### config.mk
export PLATFORM = sky130hd
export DESIGN_NAME = dmem_axi_master
export DESIGN_NICKNAME = d
export VERILOG_FILES = /design/src/rtl/dmem_axi_master.sv
export SDC_FILE = /design/constraint.sdc
export NUM_CORES = 1
export LEC_CHECK = 0
export CAP_MARGIN = 10
export CORE_ASPECT_RATIO = 1.25
export CORE_MARGIN = 2
export CORE_UTILIZATION = 37
export CTS_CLUSTER_SIZE = 14
export DETAILED_ROUTE_END_ITERATION = 10
export PLACE_DENSITY = 0.82
export SETUP_SLACK_MARGIN = 0.3
export SYNTH_ARGS = -nofsm -noshare
export SYNTH_HDL_FRONTEND = slang
export SYNTH_SLANG_ARGS = --single-unit
### constraint.sdc
create_clock -name clock -period 3.1 [get_ports clock]
set_clock_uncertainty 0.15 [all_clocks]
set_input_delay 0.465 -clock clock [delete_from_list [all_inputs] [get_ports clock]]
set_output_delay 0.465 -clock clock [all_outputs]
set_load 0.01 [all_outputs]
### src/rtl/dmem_axi_master.sv
// Data-side AXI4-Lite master: one load/store outstanding; responses from flushed ops are drained internally.
// Latency: accept N -> AR/AW/W valid N+1; minimum load returns to IDLE at N+3.
// Backpressure: req_ready_o low while busy; channel valids held until the slave handshakes. Option: DMEM_MISALIGN_CHECK_EN.
module dmem_axi_master (
  input  logic        clock,
  input  logic        reset,
  input  logic        flush,
  input  logic        req_valid_i,
  output logic        req_ready_o,
  input  logic        req_we_i,
  input  logic [3:0]  req_re_i,
  input  logic [1:0]  req_size_i,
  input  logic [31:0] req_addr_i,
  input  logic [31:0] req_wdata_i,
  output logic [31:0] araddr_o,
  output logic        arvalid_o,
  input  logic        arready_i,
  output logic [31:0] awaddr_o,
  output logic        awvalid_o,
  input  logic        awready_i,
  output logic [31:0] wdata_o,
  output logic [3:0]  wstrb_o,
  output logic        wvalid_o,
  input  logic        wready_i,
  input  logic [31:0] rdata_i,
  input  logic [1:0]  rresp_i,
  input  logic        rvalid_i,
  output logic        rready_o,
  input  logic [1:0]  bresp_i,
  input  logic        bvalid_i,
  output logic        bready_o,
  output logic [31:0] lsu_rdata_o,
  output logic [1:0]  lsu_rresp_o,
  output logic        lsu_rvalid_o,
  input  logic        lsu_rready_i,
  output logic [1:0]  lsu_bresp_o,
  output logic        lsu_bvalid_o,
  input  logic        lsu_bready_i,
  output logic        ld_misalign_o,
  output logic        st_misalign_o
);

  localparam logic [2:0] IDLE    = 3'd0;
  localparam logic [2:0] RD_ADDR = 3'd1;
  localparam logic [2:0] WR_ADDR = 3'd2;
  localparam logic [2:0] WAIT_R  = 3'd3;
  localparam logic [2:0] WAIT_B  = 3'd4;

  logic [2:0]  state;
  logic        drain;
  logic [31:0] addr_q;
  logic [31:0] wdata_q;
  logic [3:0]  wstrb_q;
  logic        arvalid_q, awvalid_q, wvalid_q;
  logic        aw_done, w_done;
  logic        accept, misaligned, drop;
  logic        aw_fin, w_fin;
  logic [31:0] wdata_enc;
  logic [3:0]  wstrb_enc;

  assign req_ready_o = (state == IDLE) && !flush;
  assign accept      = req_valid_i && req_ready_o;

  always_comb begin
    wdata_enc = req_wdata_i;
    wstrb_enc = 4'b1111;
    if (req_size_i == 2'b00) begin
      wdata_enc = {4{req_wdata_i[7:0]}};
      wstrb_enc = 4'b0001 << req_addr_i[1:0];
    end else if (req_size_i == 2'b01) begin
      wdata_enc = {2{req_wdata_i[15:0]}};
      wstrb_enc = 4'b0011 << req_addr_i[1:0];
    end
  end

`ifdef DMEM_MISALIGN_CHECK_EN
  logic ld_mis_q, st_mis_q;
  logic ld_half, ld_word;

  assign ld_half = (req_re_i == 4'b0111) || (req_re_i == 4'b0011);
  assign ld_word = (req_re_i == 4'b1111);
  assign misaligned = req_we_i
    ? ((req_size_i == 2'b01 && req_addr_i[0]) || (req_size_i[1] && req_addr_i[1:0] != 2'b00))
    : ((ld_half && req_addr_i[0]) || (ld_word && req_addr_i[1:0] != 2'b00));

  always_ff @(posedge clock or posedge reset) begin
    if (reset) begin
      ld_mis_q <= 1'b0;
      st_mis_q <= 1'b0;
    end else begin
      ld_mis_q <= accept && misaligned && !req_we_i;
      st_mis_q <= accept && misaligned && req_we_i;
    end
  end

  assign ld_misalign_o = ld_mis_q;
  assign st_misalign_o = st_mis_q;
`else
  assign misaligned    = 1'b0;
  assign ld_misalign_o = 1'b0;
  assign st_misalign_o = 1'b0;
`endif

  // A flush in the response cycle drops that beat just like a drained one.
  assign drop   = drain || flush;
  assign aw_fin = aw_done || (awvalid_q && awready_i);
  assign w_fin  = w_done || (wvalid_q && wready_i);

  assign araddr_o  = addr_q;
  assign arvalid_o = arvalid_q;
  assign awaddr_o  = addr_q;
  assign awvalid_o = awvalid_q;
  assign wdata_o   = wdata_q;
  assign wstrb_o   = wstrb_q;
  assign wvalid_o  = wvalid_q;

  assign lsu_rdata_o  = rdata_i;
  assign lsu_rresp_o  = rresp_i;
  assign lsu_rvalid_o = rvalid_i && (state == WAIT_R) && !drop;
  assign rready_o     = drop ? 1'b1 : lsu_rready_i;
  assign lsu_bresp_o  = bresp_i;
  assign lsu_bvalid_o = bvalid_i && (state == WAIT_B) && !drop;
  assign bready_o     = drop ? 1'b1 : lsu_bready_i;

  always_ff @(posedge clock or posedge reset) begin
    if (reset) begin
      state     <= IDLE;
      drain     <= 1'b0;
      addr_q    <= 32'd0;
      wdata_q   <= 32'd0;
      wstrb_q   <= 4'd0;
      arvalid_q <= 1'b0;
      awvalid_q <= 1'b0;
      wvalid_q  <= 1'b0;
      aw_done   <= 1'b0;
      w_done    <= 1'b0;
    end else begin
      case (state)
        IDLE: begin
          if (accept) begin
            addr_q  <= req_addr_i;
            wdata_q <= wdata_enc;
            wstrb_q <= wstrb_enc;
            if (misaligned) begin
              state <= IDLE;
            end else if (req_we_i) begin
              state     <= WR_ADDR;
              awvalid_q <= 1'b1;
              wvalid_q  <= 1'b1;
              aw_done   <= 1'b0;
              w_done    <= 1'b0;
            end else if (|req_re_i) begin
              state     <= RD_ADDR;
              arvalid_q <= 1'b1;
            end
          end
        end
        RD_ADDR: begin
          if (flush) drain <= 1'b1;
          if (arready_i) begin
            arvalid_q <= 1'b0;
            state     <= WAIT_R;
          end
        end
        WR_ADDR: begin
          if (flush) drain <= 1'b1;
          if (awvalid_q && awready_i) begin
            awvalid_q <= 1'b0;
            aw_done   <= 1'b1;
          end
          if (wvalid_q && wready_i) begin
            wvalid_q <= 1'b0;
            w_done   <= 1'b1;
          end
          if (aw_fin && w_fin) state <= WAIT_B;
        end
        WAIT_R: begin
          if (rvalid_i && rready_o) begin
            state <= IDLE;
            drain <= 1'b0;
          end else if (flush) begin
            drain <= 1'b1;
          end
        end
        WAIT_B: begin
          if (bvalid_i && bready_o) begin
            state <= IDLE;
            drain <= 1'b0;
          end else if (flush) begin
            drain <= 1'b1;
          end
        end
        default: state <= IDLE;
      endcase
    end
  end

endmodule
==> results of run 1 <==
[cell families (layout without fill, tap and decap cells)]
logic type | count (synthesis) | after routing
adders and majority gates | 4 | 4
and+or+nand+nor | 190 | 190
other | 1 | 2
DFF | 77 | 77
muxes | 25 | 25
AOI/OAI and AO/OA | 59 | 59
buffers and inverters | 98 | 216
[power by group]
part | switching, W | internal [W]
logic | 0.00111 | 0.00144
registers | 0.000379 | 0.00147
clock network | 0.000407 | 0.000622
total | 0.00189 | 0.00353
[through the flow]
stage          area [µm²]  setup WS [ps]
6_report             5851          526.0
4_1_cts              5851          519.9
3_5_place_dp         5558          422.4
5_1_grt              5851          443.4
2_1_floorplan        4043          518.3
3_3_place_gp         5558          479.1
[state kept, by name, indices dropped and copies added, names as in the netlist]
register   flops
awvalid_o      1
aw_done        1
wdata_o       32
wvalid_o       1
arvalid_o      1
drain          1
state          3
w_done         1
araddr_o      32
wstrb_o        4
[final cells by class]
type | instances | area [µm²] | area share
Timing Repair Buffer | 196 | 1969 | 0.3366
Sequential cell | 77 | 1927 | 0.3293
Multi-Input combinational cell | 280 | 1480 | 0.2530
Clock buffer | 10 | 229.0 | 0.03914
Tap cell | 132 | 165.2 | 0.02823
Clock inverter | 6 | 63.81 | 0.01091
Inverter | 4 | 16.27 | 0.002780
[worst max-delay path: stages, from the launching register on]
cell and delay, ps:
dfrtp_1 660, and3b_1 260, and3_1 170, clkdlybuf4s50_1 530
[cell usage in the layout (no fill, tap or decap), types with 2 or more instances in the layout]
master           synthesis  layout
clkinvlp_4               0       2
o31ai_1                  2       2
a31oi_1                  4       4
or3_1                    2       2
mux2i_1                 25      25
nand2_1                151     151
o21a_1                   2       2
ha_1                     4       4
nor2_1                  19      19
o21ai_0                 30      30
inv_1                    4       3
nor2b_1                  2       2
buf_4                   70       5
clkbuf_16                0       9
buf_12                   0       2
or4_1                    3       2
a32o_1                   2       2
conb_1                   1       2
nand3_1                  2       2
a21oi_1                 13      13
clkinv_2                 0       3
a2111oi_4                2       2
nor4_1                   2       2
clkdlybuf4s50_1          0     189
dfrtp_1                 77      77
[synth_stat cells (all sizes together), types with 2 or more instances]
library cell  instances  area [µm²]
a2111oi               2       55.05
a21oi                13       65.06
a31oi                 4       25.02
a32o                  2       20.02
buf                  80       580.6
clkbuf               14       52.55
dfrtp                77        1927
ha                    4       50.05
inv                   4       15.01
mux2i                25       250.2
nand2               151       566.8
nand2b                2       20.02
nand3                 2       10.01
nor2                 19       71.32
nor2b                 2       12.51
nor4                  3       25.02
o21a                  2       15.01
o21ai                31       155.1
o31ai                 2       15.01
or3                   2       12.51
or4                   3       22.52
[final timing paths]
check                             from      endpoint  slack (ps)  depth (start not counted)
max in group asynchronous        reset   araddr_o[9]        1830                          3
setup / recovery              state[0]  lsu_rvalid_o         530                          3
hold / removal                   reset   araddr_o[0]         320                          2
setup reg to reg              state[0]   wdata_o[14]         880                          3
min in group clock         wdata_o[27]   wdata_o[27]         330                          2
hold reg to reg            wdata_o[27]   wdata_o[27]         330                          2
[metal layers]
layer / vias to the layer above / track usage / routed length, µm
li1: 1639 / - / -
met1: 1551 / 0.2155 / 4324
met2: 179 / 0.3341 / 5647
met3: 44 / 0.04740 / 874
met4: 0 / 0.1042 / 464
met5: - / 0 / 0
==> impl_metrics.csv, run 1 <==
group,metric,value,unit
run_status,status,"completed",
clock_network,post_cts_resized,0,
placed_design,dp_hpwl,8.765,mm
synthesis,ys_seq_area_frac,0.4771,
layout,num-fill-cells,932,
die,core,10620,µm²
detailed_routing,vias,3413,
die,dieWidth,97.45,µm
placed_design,placed_cells,689,
synthesis,ys.flop_type,"dfrtp_1",
clock_network,cts_tree,"built",
setup_path,path_max_fanout,16,
clock_network,clockRootBuffer,"clkbuf_16",
setup_path,startpoint_type,"flop",
detailed_routing,drt-wirelength-per-cell,16.04,µm
synthesis,synth-async-reset-ratio,1.000,
detailed_routing,drc,0,
grt,grt_max_degree,53,
sta,setup_viol,0,
clock_network,hold_buffers,0,
power_and_ir_drop,p_total,0.005423,W
grt,grt-ovfl-total,0,
setup_path,critPathKind,"flop to output pin",
layout,final_nets,690,
setup_path,critical_path_arrival,1960,ps
layout,n_antenna_cell,0,
die,io_pins,264,
detailed_routing,viasPerCell,4.841,
sta,finalMaxSlewViolations,0,
layout,drive_gt1_frac,0.04887,
sta,fin_crit,2574,ps
layout,areaGrowthSynthToFinish,44.86,%
min_path,min_path_type,"input pin to asynchronous set/reset pin",
layout,fin_util,0.5512,
die,die_y,120.8,µm
sta,tns,0,ps
sta,fmax,0.3885,GHz
detailed_routing,first_pass_iters,4,
placed_design,io_buffer_count,189,
clock_network,cts_buffer_depth,2,
die,rows,42,
clock_network,cts_inserted_buffers,9,
setup_path,end_kind,"output pin",
sta,timing.final.crit_share,0.8303,
clock_network,post_cts_buffers,0,
detailed_routing,wl,11.31,mm
power_and_ir_drop,leakage,2.650,nW
synthesis,ys_ff_latch,77,
clock_network,clk_latency,330,ps
placed_design,gp_congestion,0.9073,
die,start_util,0.3805,
synthesis,synth_top_family_by_area,"simple AND/OR/NAND/NOR gates",
synthesis,yosys_warnings,0,
setup_path,cp_data_required_time,2480,ps
grt,grt_usage,0.1919,
flow_run,maxCapViolCount,0,
synthesis,yosys.area_share.adder,0.01239,
clock_network,clkTransAtPathRegs,60,ps
power_and_ir_drop,power_density,926.9,nW/µm²
grt,grt_pass1_vias,3407,
synthesis,synth_edf_count,0,
synthesis,syn_area,4039,µm²
synthesis,synth_xor_area_frac,0,
sta,hold_viol,0,
power_and_ir_drop,vdd_drop_max,0.0003592,V
clock_network,h-tree-depth,3,
synthesis,synth-compound-area-share,0.09325,
sta,hold-worst-slack,322.0,ps
layout,stdcell_count,705,
sta,tightest_slew,691.3,ps
die,die_area,11770,µm²
synthesis,avgSynthCellArea,8.896,µm²
grt,grt_antenna_before_repair,0,
synthesis,ys_types,37,
grt,grt_pass1_wl,17.64,mm
synthesis,synthMuxAreaShare,0.06196,
synthesis,yosys.area_share.simple,0.1939,
synthesis,syn-instance-count,454,
clock_network,numClockSinks,77,
sta,slew_headroom,0.5377,
detailed_routing,first_iter_violations,79,
sta,rsz0062_at_grt,"no",
detailed_routing,drtAntennaViolNets,0,
Note: power is estimated with default switching activity, not from simulation.
==> inputs of run 2 (changes only) <==
--- a/config.mk
+++ b/config.mk
@@ -8,10 +8,10 @@
 export CAP_MARGIN = 10
 export CORE_ASPECT_RATIO = 1.25
 export CORE_MARGIN = 2
-export CORE_UTILIZATION = 37
+export CORE_UTILIZATION = 33
 export CTS_CLUSTER_SIZE = 14
 export DETAILED_ROUTE_END_ITERATION = 10
-export PLACE_DENSITY = 0.82
+export PLACE_DENSITY = 0.77
 export SETUP_SLACK_MARGIN = 0.3
 export SYNTH_ARGS = -nofsm -noshare
 export SYNTH_HDL_FRONTEND = slang
==> constraint.sdc (replaced) <==
create_clock -name clock -period 2.16 [get_ports clock]
set_clock_uncertainty 0.15 [all_clocks]
set_input_delay 0.324 -clock clock [delete_from_list [all_inputs] [get_ports clock]]
set_output_delay 0.324 -clock clock [all_outputs]
set_load 0.01 [all_outputs]
==> impl_metrics.csv, run 2 (same netlist as run 1, synthesis figures left out) <==
group,metric,value,unit
clock_network,cts_tree,"built",
layout,final_nets,710,
setup_path,critPathMaxStageDelay,640,ps
clock_network,clockRootBuffer,"clkbuf_16",
sta,worst_slack,295.6,ps
layout,n_antenna_cell,0,
setup_path,startpoint_type,"flop",
power_and_ir_drop,leakage,2.781,nW
sta,hold_viol,0,
grt,grt_usage,0.1766,
clock_network,clkTransAtPathRegs,60,ps
clock_network,clk_latency,330,ps
layout,stdcell_count,757,
setup_path,end_kind,"flop",
setup_path,path_buf_inv,2,
die,io_pins,264,
placed_design,place_ws,-95.00,ps
flow_run,maxCapViolCount,0,
placed_design,placed_cells,733,
setup_path,critical_path_arrival,1950,ps
detailed_routing,drtAntennaViolNets,0,
die,die_y,127.7,µm
run_status,status,"completed",
clock_network,cts_inserted_buffers,9,
power_and_ir_drop,power_switching,0.002806,W
layout,fin_util,0.5084,
grt,grt_pass1_vias,3539,
layout,drive_gt1_frac,0.09949,
clock_network,numClockSinks,77,
detailed_routing,vias,3515,
sta,fin_crit,1864,ps
power_and_ir_drop,power_density,1319,nW/µm²
setup_path,cp_data_required_time,2250,ps
grt,grt_max_degree,37,
detailed_routing,first_iter_violations,113,
sta,fmax,0.5364,GHz
layout,num-fill-cells,1127,
placed_design,io_buffer_count,189,
die,rows,45,
grt,grt_antenna_before_repair,0,
power_and_ir_drop,p_sw_frac,0.3473,
detailed_routing,drt-wirelength-per-cell,15.70,µm
clock_network,h-tree-depth,3,
detailed_routing,wl,11.89,mm
sta,finalMaxSlewViolations,0,
min_path,min_path_type,"input pin to asynchronous set/reset pin",
sta,tns,0,ps
clock_network,hold_buffers,0,
die,core,12050,µm²
sta,setup_viol,0,
sta,rsz0062_at_grt,"yes",
grt,grt_pass1_wl,17.77,mm
placed_design,gp_congestion,0.8917,
detailed_routing,drc,0,
setup_path,path_max_fanout,36,
layout,final_cell_mix,"clkdlybuf4s50_1 (182), nand2_1 (151), dfrtp_1 (73)",
layout,areaGrowthSynthToFinish,51.67,%
sta,tightest_slew,512.5,ps
power_and_ir_drop,vdd_drop_max,0.0005372,V
die,die_area,13150,µm²
die,start_util,0.3352,
setup_path,cp_cell_sequence,"buf_4 > or4_4 > buf_12 > o21ai_0",
power_and_ir_drop,power_frac_seq,0.323,
power_and_ir_drop,p_int,0.005273,W
sta,slew_headroom,0.6576,
layout,layout_commonest_cell,"clkdlybuf4s50_1",
die,dieWidth,103.0,µm
sta,timing.final.crit_share,0.8632,
power_and_ir_drop,power_frac_clock,0.188,
power_and_ir_drop,p_comb_frac,0.489,
detailed_routing,viasPerCell,4.643,
setup_path,cp_slowest_cell,"or4_4",
placed_design,dp_hpwl,9.075,mm
setup_path,crit_family,"simple AND/OR/NAND/NOR gates",
grt,grt-ovfl-total,0,
detailed_routing,first_pass_iters,4,
setup_path,critPathKind,"flop to flop",
clock_network,cts_buffer_depth,2,
-- run 2: cell count changes in the layout (fill, tap and decap cells not counted), sizes merged, moves of 2 or more --
cell / change
clkbuf: +4
buf: +21
dlygate4sd2: +2
clkinv: -3
clkdlybuf4s50: -7
-- run 2: path summary, 6_finish.rpt --
check / slack, ps / cells after the start / end / startpoint
worst max-delay path: 300 / 4 / wdata_o[19] / state[0]
worst min-delay path: 230 / 2 / wstrb_o[0] / reset
worst max register to register: 300 / 4 / wdata_o[19] / state[0]
worst min register to register: 320 / 2 / wstrb_o[0] / wstrb_o[0]
max in group asynchronous: 1090 / 3 / araddr_o[24] / reset
min in group clock: 320 / 2 / wstrb_o[0] / wstrb_o[0]
-- run 2: metal layers --
layer	vias up	GRT usage	part of all wire
met5	-	0	0
met4	0	0.09288	0.045
met3	50	0.03544	0.063
met2	137	0.3136	0.52
met1	1645	0.1946	0.37
li1	1683	-	-
-- run 2: stage by stage --
stage          total power (W)  area (µm²)  hold WS [ps]
2_1_floorplan         0.004469        4053         278.5
3_3_place_gp          0.006324        5703         310.4
3_5_place_dp          0.006457        5703         311.9
4_1_cts               0.008109        6078         233.3
5_1_grt               0.008612        6126         269.2
6_report              0.008079        6126         229.2
-- run 2: what timing repair did --
item | CTS | global route
gates cloned | 0 | 1
setup endpoints to repair | 73 | 21
gates resized for setup | 21 | 19
buffers inserted | 7 | 0
pin swaps | 2 | 3
-- run 2: final cells by class --
cell class	instances	area (µm²)	area share
multi-input combinational	280	1499	0.2447
timing repair buffer	216	2170	0.3542
tap	164	205.2	0.03350
sequential	77	1932	0.3154
clock inverter	5	58.81	0.009600
inverter	4	18.77	0.003064
clock buffer	11	242.7	0.03962
-- run 2: power groups by stage --
| stage | clock network [W] | logic, W | registers (W) |
|---|---|---|---|
| 5_1_grt | 0.00162 | 0.00430 | 0.00269 |
| 3_5_place_dp | 0 | 0.00379 | 0.00266 |
| 3_3_place_gp | 0 | 0.00369 | 0.00263 |
| 6_report | 0.00151 | 0.00395 | 0.00261 |
| 2_1_floorplan | 0 | 0.00165 | 0.00282 |
| 4_1_cts | 0.00156 | 0.00393 | 0.00262 |
==> inputs of run 3 (changes only) <==
--- a/config.mk
+++ b/config.mk
@@ -6,7 +6,7 @@
 export NUM_CORES = 1
 export LEC_CHECK = 0
 export CAP_MARGIN = 10
-export CORE_ASPECT_RATIO = 1.25
+export CORE_ASPECT_RATIO = 1.75
 export CORE_MARGIN = 2
 export CORE_UTILIZATION = 33
 export CTS_CLUSTER_SIZE = 14
==> impl_metrics.csv, run 3 (same netlist as run 1, synthesis figures left out) <==
group,metric,value,unit
run_status,status,"completed",
grt,grt_max_degree,78,
setup_path,cp_data_required_time,1690,ps
die,rows,53,
setup_path,path_max_fanout,6,
die,start_util,0.3365,
layout,layout_commonest_cell,"clkdlybuf4s50_1",
setup_path,cp_slowest_cell,"dfrtp_1",
detailed_routing,drtAntennaViolNets,0,
placed_design,gp_congestion,0.8566,
setup_path,crit_top_cell,"buf_6",
sta,rsz0062_at_grt,"yes",
detailed_routing,drt-wirelength-per-cell,15.66,µm
clock_network,cts_tree,"built",
grt,grt_pass1_vias,3579,
detailed_routing,vias,3506,
setup_path,cp_cell_sequence,"buf_6 > and3b_2 > and3_4 > buf_6",
layout,final_cell_mix,"clkdlybuf4s50_1 (182), nand2_1 (151), dfrtp_1 (75)",
power_and_ir_drop,leakage,2.830,nW
setup_path,end_kind,"output pin",
flow_run,maxCapViolCount,0,
setup_path,crit_family,"simple AND/OR/NAND/NOR gates",
sta,fin_crit,1867,ps
clock_network,cts_inserted_buffers,9,
die,dieWidth,87.63,µm
placed_design,io_buffer_count,189,
clock_network,numClockSinks,77,
detailed_routing,first_pass_iters,4,
die,io_pins,264,
clock_network,clk_latency,340,ps
detailed_routing,wl,11.90,mm
placed_design,place_ws,-181.4,ps
placed_design,dp_hpwl,9.149,mm
sta,hold_viol,0,
grt,grt_pass1_wl,18.09,mm
setup_path,critical_path_arrival,1390,ps
setup_path,path_buf_inv,2,
power_and_ir_drop,power_density,1339,nW/µm²
layout,fin_util,0.5180,
clock_network,clkTransAtPathRegs,60,ps
layout,n_antenna_cell,0,
die,die_area,13180,µm²
layout,drive_gt1_frac,0.1042,
setup_path,startpoint_type,"flop",
setup_path,critPathKind,"flop to output pin",
die,core,12000,µm²
die,die_y,150.4,µm
layout,final-seq-area,1929,µm²
layout,final_nets,712,
sta,tns,0,ps
clock_network,h-tree-depth,3,
layout,num-fill-cells,1099,
detailed_routing,first_iter_violations,105,
clock_network,cts_buffer_depth,2,
detailed_routing,drc,0,
power_and_ir_drop,vdd_drop_max,0.0005306,V
power_and_ir_drop,p_total,0.008323,W
sta,worst_slack,293.4,ps
clock_network,clockRootBuffer,"clkbuf_16",
min_path,min_path_type,"input pin to asynchronous set/reset pin",
grt,grt-ovfl-total,0,
sta,timing.final.crit_share,0.8642,
layout,areaGrowthSynthToFinish,53.93,%
sta,fmax,0.5357,GHz
grt,grt_antenna_before_repair,0,
detailed_routing,viasPerCell,4.613,
sta,setup_viol,0,
sta,finalMaxSlewViolations,0,
grt,grt_usage,0.1807,
layout,multi_input_area,1515,µm²
setup_path,critPathMaxStageDelay,410,ps
[run 3: worst paths after layout]
path	from	end	slack [ps]	cells after the start
setup / recovery	state[2]	lsu_rvalid_o	290	4
hold / removal	reset	araddr_o[10]	300	3
setup reg to reg	state[2]	wdata_o[31]	380	5
hold reg to reg	wdata_o[5]	wdata_o[5]	320	2
max in group asynchronous	reset	araddr_o[26]	1230	3
min in group clock	wdata_o[5]	wdata_o[5]	320	2
[run 3: what timing repair did]
| item | 4_1_cts | 5_1_grt |
|---|---|---|
| endpoints found under the setup margin | 72 | 12 |
| endpoints found under the hold margin | 0 | 0 |
| pin swaps | 1 | 3 |
| buffers inserted | 4 | 0 |
| cloned | 1 | 0 |
| gates resized for setup | 29 | 10 |
| hold buffers | 0 | 0 |
[run 3: per-layer routing]
metal | vias up | share of wire | global-route usage
li1 | 1685 | - | -
met1 | 1617 | 0.34 | 0.1851
met2 | 136 | 0.54 | 0.3182
met3 | 68 | 0.057 | 0.03015
met4 | 0 | 0.067 | 0.1369
met5 | - | 0 | 0
[run 3: worst reg2reg max path: stages, from the launching register on]
cell       delay, ps
dfrtp_1          410
or4_4            560
bufbuf_16        280
buf_4            140
nand2_1           50
o21ai_0           60
[run 3: per-stage QoR]
stage / cells / hold slack [ps] / instance area, µm²
after floorplan: 455 / 278.5 / 4053
after global placement: 739 / 311.1 / 5777
after detailed placement: 739 / 313.2 / 5777
after CTS: 760 / 313.9 / 6177
after global routing: 760 / 339.8 / 6217
final: 760 / 297.3 / 6217
[run 3: final cells by class]
class | instances | area share
Timing Repair Buffer | 218 | 0.3550
Sequential cell | 77 | 0.3103
Multi-Input combinational cell | 280 | 0.2437
Clock buffer | 10 | 0.03683
Tap cell | 165 | 0.03321
Clock inverter | 6 | 0.01791
Inverter | 4 | 0.003019
[run 3: where the power goes]
group | internal [W] | leakage, nW | switching (W) | total, W
registers | 0.00212 | 0.955 | 0.000492 | 0.00261
logic | 0.00226 | 1.71 | 0.00171 | 0.00397
clock network | 0.00113 | 0.163 | 0.000611 | 0.00174
total | 0.00551 | 2.83 | 0.00281 | 0.00832
